==> src/rtl/jrc_pkg.sv <==
// Shared types and helpers for the Johnson/ring sequence counter.
package jrc_pkg;

    typedef enum logic {
        JRC_JOHNSON = 1'b0,
        JRC_RING    = 1'b1
    } jrc_mode_e;

    typedef enum logic {
        JRC_UP   = 1'b0,
        JRC_DOWN = 1'b1
    } jrc_dir_e;

    localparam int JRC_MAX_W = 64;

    // Phase-0 pattern: all zeros for Johnson, bit0 set for ring.
    function automatic logic [JRC_MAX_W-1:0] jrc_reset_pattern(
        jrc_mode_e mode,
        int        width
    );
        logic [JRC_MAX_W-1:0] p;
        p = '0;
        if (mode == JRC_RING && width > 0)
            p[0] = 1'b1;
        return p;
    endfunction

endpackage

==> src/rtl/jrc_phase_decode.sv <==
// Maps a counter pattern to its phase index and flags legality.
module jrc_phase_decode
    import jrc_pkg::*;
#(
    parameter  int WIDTH = 4,
    localparam int PW    = $clog2(2*WIDTH)
) (
    input  logic [WIDTH-1:0] value,
    input  logic             mode,
    output logic [PW-1:0]    phase,
    output logic             legal
);

    logic [WIDTH-1:0] inv;
    logic             thermo_lo;
    logic             thermo_hi;
    logic             onehot;
    int               ones;
    int               idx;

    always_comb begin
        inv       = ~value;
        // Low-justified run of ones, or its complement (high-justified run).
        thermo_lo = ((value & (value + WIDTH'(1))) == '0);
        thermo_hi = ((inv & (inv + WIDTH'(1))) == '0);
        onehot    = (value != '0) &&
                    ((value & (value - WIDTH'(1))) == '0);
        ones = 0;
        idx  = 0;
        for (int i = 0; i < WIDTH; i++) begin
            if (value[i]) begin
                ones = ones + 1;
                idx  = i;
            end
        end
        legal = 1'b0;
        phase = '0;
        if (jrc_mode_e'(mode) == JRC_RING) begin
            legal = onehot;
            if (onehot)
                phase = PW'(idx);
        end else begin
            legal = thermo_lo || thermo_hi;
            if (legal)
                phase = value[WIDTH-1] ? PW'(2*WIDTH - ones)
                                       : PW'(ones);
        end
    end

endmodule

==> src/rtl/johnson_ring_counter_p.sv <==
// Johnson/ring sequence counter with load, wrap and phase decode.
// Optional self-correction of illegal states: define JRC_SELF_CORRECT_EN.
module johnson_ring_counter_p
    import jrc_pkg::*;
#(
    parameter  int WIDTH = 4,
    localparam int PW    = $clog2(2*WIDTH)
) (
    input  logic             clk,
    input  logic             reset,
    input  logic             en,
    input  logic             mode,
    input  logic             dir,
    input  logic             load,
    input  logic [WIDTH-1:0] load_val,
    output logic [WIDTH-1:0] out,
    output logic [PW-1:0]    phase,
    output logic             wrap,
    output logic             err
);

    jrc_mode_e        mode_i;
    jrc_mode_e        mode_q;
    logic             legal;
    logic [WIDTH-1:0] nxt;
    logic [WIDTH-1:0] rst_pat_in;
    logic [WIDTH-1:0] rst_pat_q;
    logic [PW-1:0]    last_ph;
    logic             last_hit;

    assign mode_i = jrc_mode_e'(mode);

    jrc_phase_decode #(
        .WIDTH (WIDTH)
    ) u_dec (
        .value (out),
        .mode  (mode_q),
        .phase (phase),
        .legal (legal)
    );

    always_comb begin
        rst_pat_in = WIDTH'(jrc_reset_pattern(mode_i, WIDTH));
        rst_pat_q  = WIDTH'(jrc_reset_pattern(mode_q, WIDTH));
        nxt        = out;
        unique case (1'b1)
            (mode_q == JRC_JOHNSON && dir == JRC_UP):
                nxt = {out[WIDTH-2:0], ~out[WIDTH-1]};
            (mode_q == JRC_JOHNSON && dir == JRC_DOWN):
                nxt = {~out[0], out[WIDTH-1:1]};
            (mode_q == JRC_RING && dir == JRC_UP):
                nxt = {out[WIDTH-2:0], out[WIDTH-1]};
            default:
                nxt = {out[0], out[WIDTH-1:1]};
        endcase
        last_ph  = (mode_q == JRC_RING) ? PW'(WIDTH - 1)
                                        : PW'(2*WIDTH - 1);
        // A legal state always steps to the adjacent phase.
        last_hit = legal && ((dir == JRC_DOWN) ? (phase == '0)
                                               : (phase == last_ph));
    end

    always_ff @(posedge clk) begin
        if (reset) begin
            out    <= rst_pat_in;
            mode_q <= mode_i;
            wrap   <= 1'b0;
        end else if (mode_i != mode_q) begin
            out    <= rst_pat_in;
            mode_q <= mode_i;
            wrap   <= 1'b0;
        end else if (load) begin
            out  <= load_val;
            wrap <= 1'b0;
`ifdef JRC_SELF_CORRECT_EN
        end else if (!legal) begin
            out  <= rst_pat_q;
            wrap <= 1'b0;
`endif
        end else if (en) begin
            out  <= nxt;
            wrap <= last_hit;
        end else begin
            wrap <= 1'b0;
        end
    end

`ifdef JRC_SELF_CORRECT_EN
    assign err = !legal;
`else
    assign err = 1'b0;
`endif

endmodule

==> config.mk <==
export PLATFORM = sky130hd
export DESIGN_NAME = johnson_ring_counter_p
export DESIGN_NICKNAME = d
export VERILOG_FILES = /design/src/rtl/jrc_pkg.sv /design/src/rtl/jrc_phase_decode.sv /design/src/rtl/johnson_ring_counter_p.sv
export SDC_FILE = /design/constraint.sdc
export NUM_CORES = 1
export LEC_CHECK = 0
export ABC_CLOCK_PERIOD_IN_PS = 2600
export BUFFER_PORTS_ARGS = -buffer_cell sky130_fd_sc_hd__buf_2
export CAP_MARGIN = 20
export CORE_MARGIN = 2
export CORE_UTILIZATION = 47
export DETAILED_ROUTE_END_ITERATION = 8
export PLACE_DENSITY = 0.74
export SYNTH_ARGS = -nofsm -noshare
export SYNTH_HDL_FRONTEND = slang
export SYNTH_HIERARCHICAL = 1
export SYNTH_SLANG_ARGS = --single-unit
==> constraint.sdc <==
create_clock -name clk -period 2.6 [get_ports clk]
set_clock_uncertainty 0.05 [all_clocks]
set_input_delay 0.13 -clock clk [delete_from_list [all_inputs] [get_ports clk]]
set_output_delay 0.13 -clock clk [all_outputs]
set_load 0.02 [all_outputs]
==> results, run 1 <==
- Cells with a size suffix above 1 make up about two fifths of the layout.
- The clock network burns 22.6% of the power.
- The synthesized design contains 6 register bits.
- The detail route stage leaves a number of antenna-violating nets equal to 0.
- Of all cell types, the one taking the most synthesized area is sky130_fd_sc_hd__ha_1.
- The CTS tree is yes.
- At the end of routability-driven placement, the weighted congestion stood at between 0.8 and 0.9.
- The clock insertion delay at the later pin of the skew report is 0.27 ns.
- The flow ran to the end, but the final reports show violations.
- The highest cell delay on the worst timing path is roughly 0.44 ns.
- The pin count of the biggest net entering global routing is 15.
- For this run, design rule violations remaining after detail routing come to 0.
- The power density relative to cell area is about 430 nW/um^2.
- The tree is rooted in a sky130_fd_sc_hd__clkbuf_4.
- The slowest cell on the critical path is sky130_fd_sc_hd__edfxtp_1.
- The multi-input gate area in the final layout is between 600 and 700 sq um.
- The number of hold violations in the final report is 0.
- The number of vias in the routed layout is about 800.
- The total routing usage reported by global routing is a little under a quarter.
- Yosys attributes the largest share of cell area to sky130_fd_sc_hd__ha_1 11%, sky130_fd_sc_hd__dfxtp_1 9.8%, sky130_fd_sc_hd__edfxtp_1 7.4%.
- Setup violations remaining at the end of the flow were counted as 2.
- After synthesis the cells add up to just over 800 sq um.
- In this run the tool buffered the top-level ports with 17 buffer cells.
- STA classifies the critical path startpoint as a register.
- For the worst setup path, the data arrival time is ~2.6 ns.
- For this design the top-level I/O count stands at 19.
- The synthesized netlist devotes between 20 and 25% of its cell area to compound gates.
- The analysis attributes to cell leakage a power of 0.487 nW.
- The initialized floorplan defines 15 standard-cell rows.
- Summed over all layers, the routed wires come to approximately 1900 microns.
- The adder-cell share of the synthesized area is between 10 and 15%.
- Across all setup checks in the final design, the least slack found is -0.135 ns.
- In this run, flip-flops and latches consume around a quarter of the power.
- The final reports fail on negative setup slack.
- Hold timing on the final database bottoms out at a slack of roughly 0.057 ns.
- Yosys mapped a number of flops with a built-in enable equal to 2.
- The most common cell in the synthesized netlist is sky130_fd_sc_hd__nor2_1.
- The clock-pin slew on the worst setup and hold paths is around 0.060 ns.
- Registers take roughly 140 sq um.
- The net count after synthesis is 113.
- The portion of the post-synthesis area used by sequential elements is between 10% and 20%.
- In the synthesized netlist, the number of instances is 96.
- After routing, the total negative slack on setup checks comes to -0.248 ns.
- The starting density of the core is 48.9%.
- Counting flops with an async set or reset pin after synthesis yields a share of 0%.
- The number of clock buffers added by TritonCTS is 3.
- The final critical-path required period is between 2 and 3 ns.
- The critical path contains buffers and inverters numbering 2 combined.
- Summed over all nets, the half-perimeter wirelength after detailed placement is approximately 1600 microns.
- Prior to clock tree synthesis, the placed netlist has a worst setup slack of -0.104 ns.
- The tightest min-delay check is of the primary input to register type.
- The largest buffer count on any clock path is 2.
- The multiplexer share of the synthesized area is under 10%.
- The total area inside the core boundary comes to between 1500 and 2000 sq um.
- For this design, the sink count on the clock tree is 6.
- The prevailing post-synth register cell is sky130_fd_sc_hd__dfxtp_1.
- In the routed layout, each cell is associated on average with a via count of around 5.6.
- The share of total power dissipated in combinational logic is about 52%.
- In the final routed layout, each cell accounts on average for 13.6 microns.
- The level count of the clock H-tree is 1.
- The max-slew violation count is 0.
- The net switching component of the power is roughly 0.00018 W.
- Global routing finished with a remaining overflow of 0.
- Of the available clock period, the critical path in the final layout requires 105%.
- The fraction of post-synthesis cell area in the top cell type by area is 10.7%.
- The number of antenna violations at the first check in global routing is 0.
- The XOR/XNOR share of the synthesized area is a little under a tenth.
- Setup repair after global routing could not meet its margin everywhere.
- The internal power is between 0.0002 and 0.0003 W.
- The number of antenna cells inserted is 0.
- The total of warnings raised by yosys is 6.
- The post-synthesis share of cell area spent on and, or, nand and nor gates is about a quarter.
- The via count of the first global-routing pass is about 770.
- The critical path data required time is approximately 2.4 ns.
- Along the worst path, the maximum fanout reaches 4.
- Across the run, the number of max-cap violations was 0.
- The initial detailed-routing violation count is 18.
- The achievable clock frequency is roughly 370 MHz.
- Across the VDD grid, the largest voltage drop is 0.304 mV.
- The number of different library cells in the post-synthesis netlist is 48.
- The first global-routing pass estimated approximately 3300 microns of wire.
- The average size of a mapped cell is 8.51 sq um.
- By count the netlist is led by 8 x sky130_fd_sc_hd__nor2_1, 7 x sky130_fd_sc_hd__ha_1, 7 x sky130_fd_sc_hd__nand2_1.
- The worst setup path category is register to output port.
- The first-pass detailed-route iteration total is 4.
- The share of the core filled with cells in the final layout is a little over three fifths.
- The switching fraction of total power is between 30% and 40%.
- The main combinational cell family by area after synthesis is simple AND/OR/NAND/NOR gates.
- The die is between 40 and 50 microns wide.
- The filler cells instantiated in the layout total 158.
- The die is around 46 microns tall.
- Traced cell by cell, the critical path runs through inv_2 -> ha_4 -> xor2_2 -> ha_1 -> or2b_1 -> o211ai_1 -> a211oi_2 -> nor4_1 -> nand2b_4 -> buf_6.
- The number of hold buffers added after CTS is 0.
- The floorplan step defined a die boundary enclosing between 2000 and 2500 sq um.
- From synthesis to final layout, the design area changed by 28.3%.
- The final net count is around 140.
- On the critical path the largest part of the delay comes from simple AND/OR/NAND/NOR gates.
- The endpoint type of the worst setup path is an output port.
==> per-layer routing <==
metal  vias up  track usage (%)  wire (microns)
li1        405                -               -
met1       365             25.8             773
met2        26             41.4            1030
met3         5             1.19              90
met4         0             12.0              47
met5         -                0               0
==> layout make-up <==
cell class                 count  share of cell area, %
clock buffer                   4                   2.51
inverter                       6                   2.15
multi-input combinational     77                   60.4
sequential                     6                   13.5
tap                           17                   2.03
timing repair buffer          32                   19.5
==> repair_timing <==
item / in CTS / in global routing
buffers inserted: 2 / 1
endpoints found under the hold margin: 0 / 0
setup endpoints to repair: 2 / 2
pin swaps: 4 / 0
resized for setup: 2 / 0
==> worst register-to-register path: cells and delay by family, from the launching register on <==
| family | cells | cell delay, ns |
|---|---|---|
| adders and majority gates | 2 | 0.47 |
| DFF | 1 | 0.44 |
| and+or+nand+nor | 4 | 0.80 |
| AOI/OAI and AO/OA | 3 | 0.45 |
| xor gates and xnor gates | 2 | 0.30 |
| buffers and inverters | 1 | 0.10 |
==> cells in the final DEF, fill, tap and decap left out, types with 3 or more instances in the layout <==
| cell | count |
|---|---|
| sky130_fd_sc_hd__a21oi_1 | 4 |
| sky130_fd_sc_hd__buf_2 | 16 |
| sky130_fd_sc_hd__buf_4 | 15 |
| sky130_fd_sc_hd__clkbuf_4 | 3 |
| sky130_fd_sc_hd__dfxtp_1 | 3 |
| sky130_fd_sc_hd__ha_1 | 6 |
| sky130_fd_sc_hd__inv_1 | 4 |
| sky130_fd_sc_hd__nand2_1 | 7 |
| sky130_fd_sc_hd__nor2_1 | 8 |
| sky130_fd_sc_hd__or2b_1 | 3 |
| sky130_fd_sc_hd__xnor2_1 | 4 |
==> final timing paths <==
path	startpoint	end	slack [ns]	cells past startpoint
max reg2reg	out[0]	wrap	-0.11	12
min reg2reg	out[1]	out[1]	0.76	4
max	out[0]	phase[2]	-0.14	10
min	mode	mode_q	0.06	1
==> stage by stage <==
step / cells / instance area, sq um / power (W)
after detailed placement: 135 / 993 / 0.000348
after global placement: 135 / 993 / 0.000338
after global routing: 142 / 1050 / 0.000487
final: 142 / 1050 / 0.000456
after floorplan: 96 / 852 / 0.000281
after CTS: 141 / 1040 / 0.000456
==> kinds of logic after synthesis <==
family,count (synthesis)
fa+ha+maj,7
other cells,1
compound gates,23
buf+inv,13
mux,2
xor+xnor,8
flops,6
simple gates,36
==> flip-flops by register name, summed over array words and instances (netlist names) <==
signal,count
mode_q,1
wrap,1
out,4
==> power groups by stage <==
stage | Clock (W) | Combinational [W] | Sequential [W]
final | 0.000103 | 0.000237 | 0.000115
after global routing | 0.000106 | 0.000264 | 0.000117
after CTS | 0.000102 | 0.000238 | 0.000116
after detailed placement | 0 | 0.000230 | 0.000118
after global placement | 0 | 0.000221 | 0.000117
after floorplan | 0 | 0.000155 | 0.000126
No activity file was read; power rests on OpenSTA's default activity.
==> inputs of run 2 (changes only) <==
ABC_AREA = 1   (was not set)
CORE_UTILIZATION = 28   (was 47)
CTS_CLUSTER_SIZE = 30   (was not set)
PLACE_DENSITY = not set   (was 0.74)
==> run 2 against run 1 <==
Compared with the run above:
- first-iteration DRC count increased by 72%
- non-clock buffer count decreased by 12
- the flow now finishes without violations
- critical path depth increased by 4
- global-route usage decreased by 10 points
- highest routed layer unchanged
- final area decreased by 7.0%
==> results, run 2 <==
- The max-capacitance violation count is 0 (unchanged).
- The initial detailed-routing violation count is 31 (was 18).
- The summed negative setup slack over all endpoints came to 0 ns (was -0.248 ns).
- The final net count is 178 (was 143).
- The number of top-level pins is 19 (unchanged).
- The element type at the critical path start is a register (unchanged).
- The most common cell in the synthesized netlist is sky130_fd_sc_hd__nand2_1 (was sky130_fd_sc_hd__nor2_1).
- The largest buffer count on any clock path is 2 (unchanged).
- The clock share of power is 25.2% (was 22.6%).
- The number of clock sinks seen by CTS is 6 (unchanged).
- The top fanout value on the critical path came to 7 (was 4).
- The number of hold violations in the final report was 0 (unchanged).
- The fraction of final layout cells with drive strength greater than 1 came to 23.8% (was 40.8%).
- The number of placement rows is 18 (was 15).
- The combinational power share is 46.1% (was 52.1%).
- The total of warnings raised by yosys is 6 (unchanged).
- The peak ir drop on the vdd network came to 0.190 mV (was 0.304 mV).
- The average size of a mapped cell was 5.55 sq um (was 8.51 sq um).
- The level count of the clock H-tree was 1 (unchanged).
- The share of synthesized flip-flops with an asynchronous set or reset came to 0% (unchanged).
- RSZ-0062 raised after global routing: no (was yes).
- The number of cells produced by synthesis was 137 (was 96).
- The number of I/O port buffers is 17 (unchanged).
- The final estimated routing congestion in global placement was 0.864 (was 0.826).
- The netlist area before placement came to 761 sq um (was 817 sq um).
- The net count after synthesis is 154 (was 113).
- The slowest cell on the critical path is sky130_fd_sc_hd__edfxtp_1 (unchanged).
- The sequential group share of total power is 28.7% (was 25.3%).
- The number of different library cells in the post-synthesis netlist came to 19 (was 48).
- The most common cell after layout, fill and taps aside is sky130_fd_sc_hd__nand2_1 (was sky130_fd_sc_hd__buf_2).
- The signal arrival time at the worst endpoint came to 2.25 ns (was 2.56 ns).
- The CTS tree is yes (unchanged).
- The chip height came to 56.1 microns (was 45.7 microns).
- The starting density of the core came to 30.2% (was 48.9%).
- The detailed-route vias per instance is 4.62 (was 5.64).
- The number of antenna cells inserted is 0 (unchanged).
- The clock insertion delay at the later pin of the skew report is 0.26 ns (was 0.27 ns).
- The flip-flop count of the largest register after layout is 4 (unchanged).
- The fraction of post-synthesis cell area in the top cell type by area is 25.7% (was 10.7%).
- The leakage power total is 0.511 nW (was 0.487 nW).
- The net switching component of the power is 0.000165 W (was 0.000177 W).
- The residual antenna-violating net count after detailed routing is 0 (unchanged).
- Biggest registers after layout: out (4), mode_q (1), wrap (1) (unchanged).
- The portion of the post-synthesis area used by sequential elements is 18.4% (was 17.2%).
- The global-route wire length before repair came to 3230 microns (was 3330 microns).
- The pin count of the biggest net entering global routing came to 12 (was 15).
- The die footprint is 3150 sq um (was 2090 sq um).
- The prevailing post-synth register cell is sky130_fd_sc_hd__dfxtp_1 (unchanged).
- The total of endpoints with negative setup slack in the final report was 0 (was 2).
- The power density relative to cell area is 407 nW/um^2 (was 435 nW/um^2).
- The most flop-heavy register is out (unchanged).
- Most used cells in the layout excluding fill and tap cells: 50 x sky130_fd_sc_hd__nand2_1, 20 x sky130_fd_sc_hd__inv_1, 16 x sky130_fd_sc_hd__buf_2 (was 16 x sky130_fd_sc_hd__buf_2, 15 x sky130_fd_sc_hd__buf_4, 8 x sky130_fd_sc_hd__nor2_1).
- The wire length reported by the detailed router is 1960 microns (was 1940 microns).
- Result of the run: completed (was complete, but fails checks).
- The switching fraction of total power is 41.6% (was 38.8%).
- Largest cells by area after synthesis: sky130_fd_sc_hd__nand2_1 26%, sky130_fd_sc_hd__ha_1 12%, sky130_fd_sc_hd__inv_1 11% (was sky130_fd_sc_hd__ha_1 11%, sky130_fd_sc_hd__dfxtp_1 9.8%, sky130_fd_sc_hd__edfxtp_1 7.4%).
- The total grt overflow came to 0 (unchanged).
- The most prevalent standard cell on the critical path is sky130_fd_sc_hd__nand2_1.
- The synthesis-stage register bit count was 6 (unchanged).
- The critical path data required time came to 2.42 ns (about the same).
- The highest cell delay on the worst timing path was 0.40 ns (was 0.44 ns).
- The estimated wirelength of the detail-placed design is 1470 microns (was 1590 microns).
- The portion of the clock cycle consumed by the worst path in the final layout is 93.5% (was 105%).
- The total routing usage reported by global routing came to 12.5% (was 22.6%).
- The internal power came to 0.000232 W (was 0.000279 W).
- The worst setup path category is register to output port (unchanged).
- The total chip power is 0.000396 W (was 0.000456 W).
- The count of unresolved DRC violations after routing is 0 (unchanged).
- The CTS buffer count was 3 (unchanged).
- The layout filler cell count is 295 (was 158).
- The clock-pin slew on the worst setup and hold paths is 0.06 ns (about the same).
- The number of antenna violations at the first check in global routing came to 0 (unchanged).
- The number of enable-type register cells in the synthesized netlist is 2 (unchanged).
- The clock tree root buffer cell is sky130_fd_sc_hd__clkbuf_4 (unchanged).
- The width of the die is 56.1 microns (was 45.7 microns).
- The class of the tightest hold or removal check is primary input to register (unchanged).
- The mean routed wirelength per cell is 10.3 microns (was 13.6 microns).
- The register cell area after layout was 140 sq um (was 141 sq um).
- The via count of the first global-routing pass is 781 (was 766).
- The first-pass detailed-route iteration total is 4 (unchanged).
- The leading area contributor after synthesis is sky130_fd_sc_hd__nand2_1 (was sky130_fd_sc_hd__ha_1).
- Cells along the critical path: buf_4 -> ha_1 -> nand2_1 -> o21ai_1 -> ha_1 -> inv_2 -> nand3_1 -> nand2_1 -> nand2_1 -> nand2_1 -> nand3_1 -> nand2_2 -> nor2_4 -> buf_4 (was inv_2 -> ha_4 -> xor2_2 -> ha_1 -> or2b_1 -> o211ai_1 -> a211oi_2 -> nor4_1 -> nand2b_4 -> buf_6).
- The number of vias in the routed layout is 878 (was 801).
- The max-slew violation count is 0 (unchanged).
- The endpoint type of the worst setup path is an output port (unchanged).
- The placeable core area is 2520 sq um (was 1670 sq um).
- The final critical-path required period was 2.43 ns (was 2.74 ns).
- Top cell types by occurrence after synthesis: 52 x sky130_fd_sc_hd__nand2_1, 22 x sky130_fd_sc_hd__inv_1, 14 x sky130_fd_sc_hd__nor2_1 (was 8 x sky130_fd_sc_hd__nor2_1, 7 x sky130_fd_sc_hd__ha_1, 7 x sky130_fd_sc_hd__nand2_1).
- The synthesis-to-layout area growth is 28.1% (was 28.3%).
- The multi-input gate area in the final layout is 571 sq um (was 633 sq um).
- The achievable clock frequency is 411 MHz (was 366 MHz).
-- run 2: kinds of logic after synthesis --
family / synth area share, %
AND/OR/NAND/NOR: 42.1
buffers and inverters: 12.8
AO/OA/AOI/OAI: 12.3
adder cells (fa/ha/maj): 11.5
flip-flops: 18.4
XOR/XNOR: 2.30
other: 0.493
-- run 2: through the flow --
step	std cells	worst slack [ns]	hold slack [ns]	utilization [%]	cell area [sq um]
floorplan	137	0.0412	0.179	-	768
finish	190	0.169	0.0883	38.6	975
global route	190	0.0237	0.107	38.6	975
global placement	185	0.301	0.350	35.6	898
detailed placement	185	0.232	0.353	35.6	898
CTS	189	0.0752	0.0911	36.7	925
-- run 2: cell type report --
type,count,area share (%)
Inverter,24,9.24
Clock buffer,4,2.70
Multi-Input combinational cell,106,58.5
Timing Repair Buffer,20,11.3
Sequential cell,6,14.4
Tap cell,30,3.85
-- run 2: critical path, delay by kind of cell, from the launching register on --
kind / cells / cell delay [ns]
AOI/OAI and AO/OA: 1 / 0.07
adders and majority gates: 2 / 0.52
buffers and inverters: 3 / 0.37
DFF: 1 / 0.40
and+or+nand+nor: 8 / 0.63
-- run 2: path summary, 6_finish.rpt --
kind                            cells past startpoint  slack (ns)  startpoint       end
worst min register to register                      3        0.62      out[1]    out[1]
worst max-delay path                               14        0.17      out[0]  phase[2]
worst min-delay path                                1        0.09        mode    mode_q
worst max register to register                     17        0.30      out[0]      wrap
-- run 2: per-layer routing --
| metal | global-route usage, % | wire length, microns | vias up |
|---|---|---|---|
| met5 | 0 | 0 | - |
| met3 | 1.63 | 77 | 4 |
| met4 | 4.08 | 10 | 0 |
| met2 | 21.0 | 905 | 16 |
| li1 | - | - | 468 |
| met1 | 16.3 | 969 | 390 |
-- run 2: power by group through the flow --
stage / clock network, W / registers, W / logic [W]
global route: 0.000102 / 0.000115 / 0.000208
global placement: 0 / 0.000114 / 0.000158
detailed placement: 0 / 0.000115 / 0.000161
floorplan: 0 / 0.000122 / 0.000108
finish: 0.0000999 / 0.000114 / 0.000183
CTS: 0.0000997 / 0.000113 / 0.000162
-- run 2: repair_timing --
action	in CTS	in global routing
setup endpoints to repair	0	2
setup buffers	0	1
hold buffers	0	0
gates resized for setup	0	12
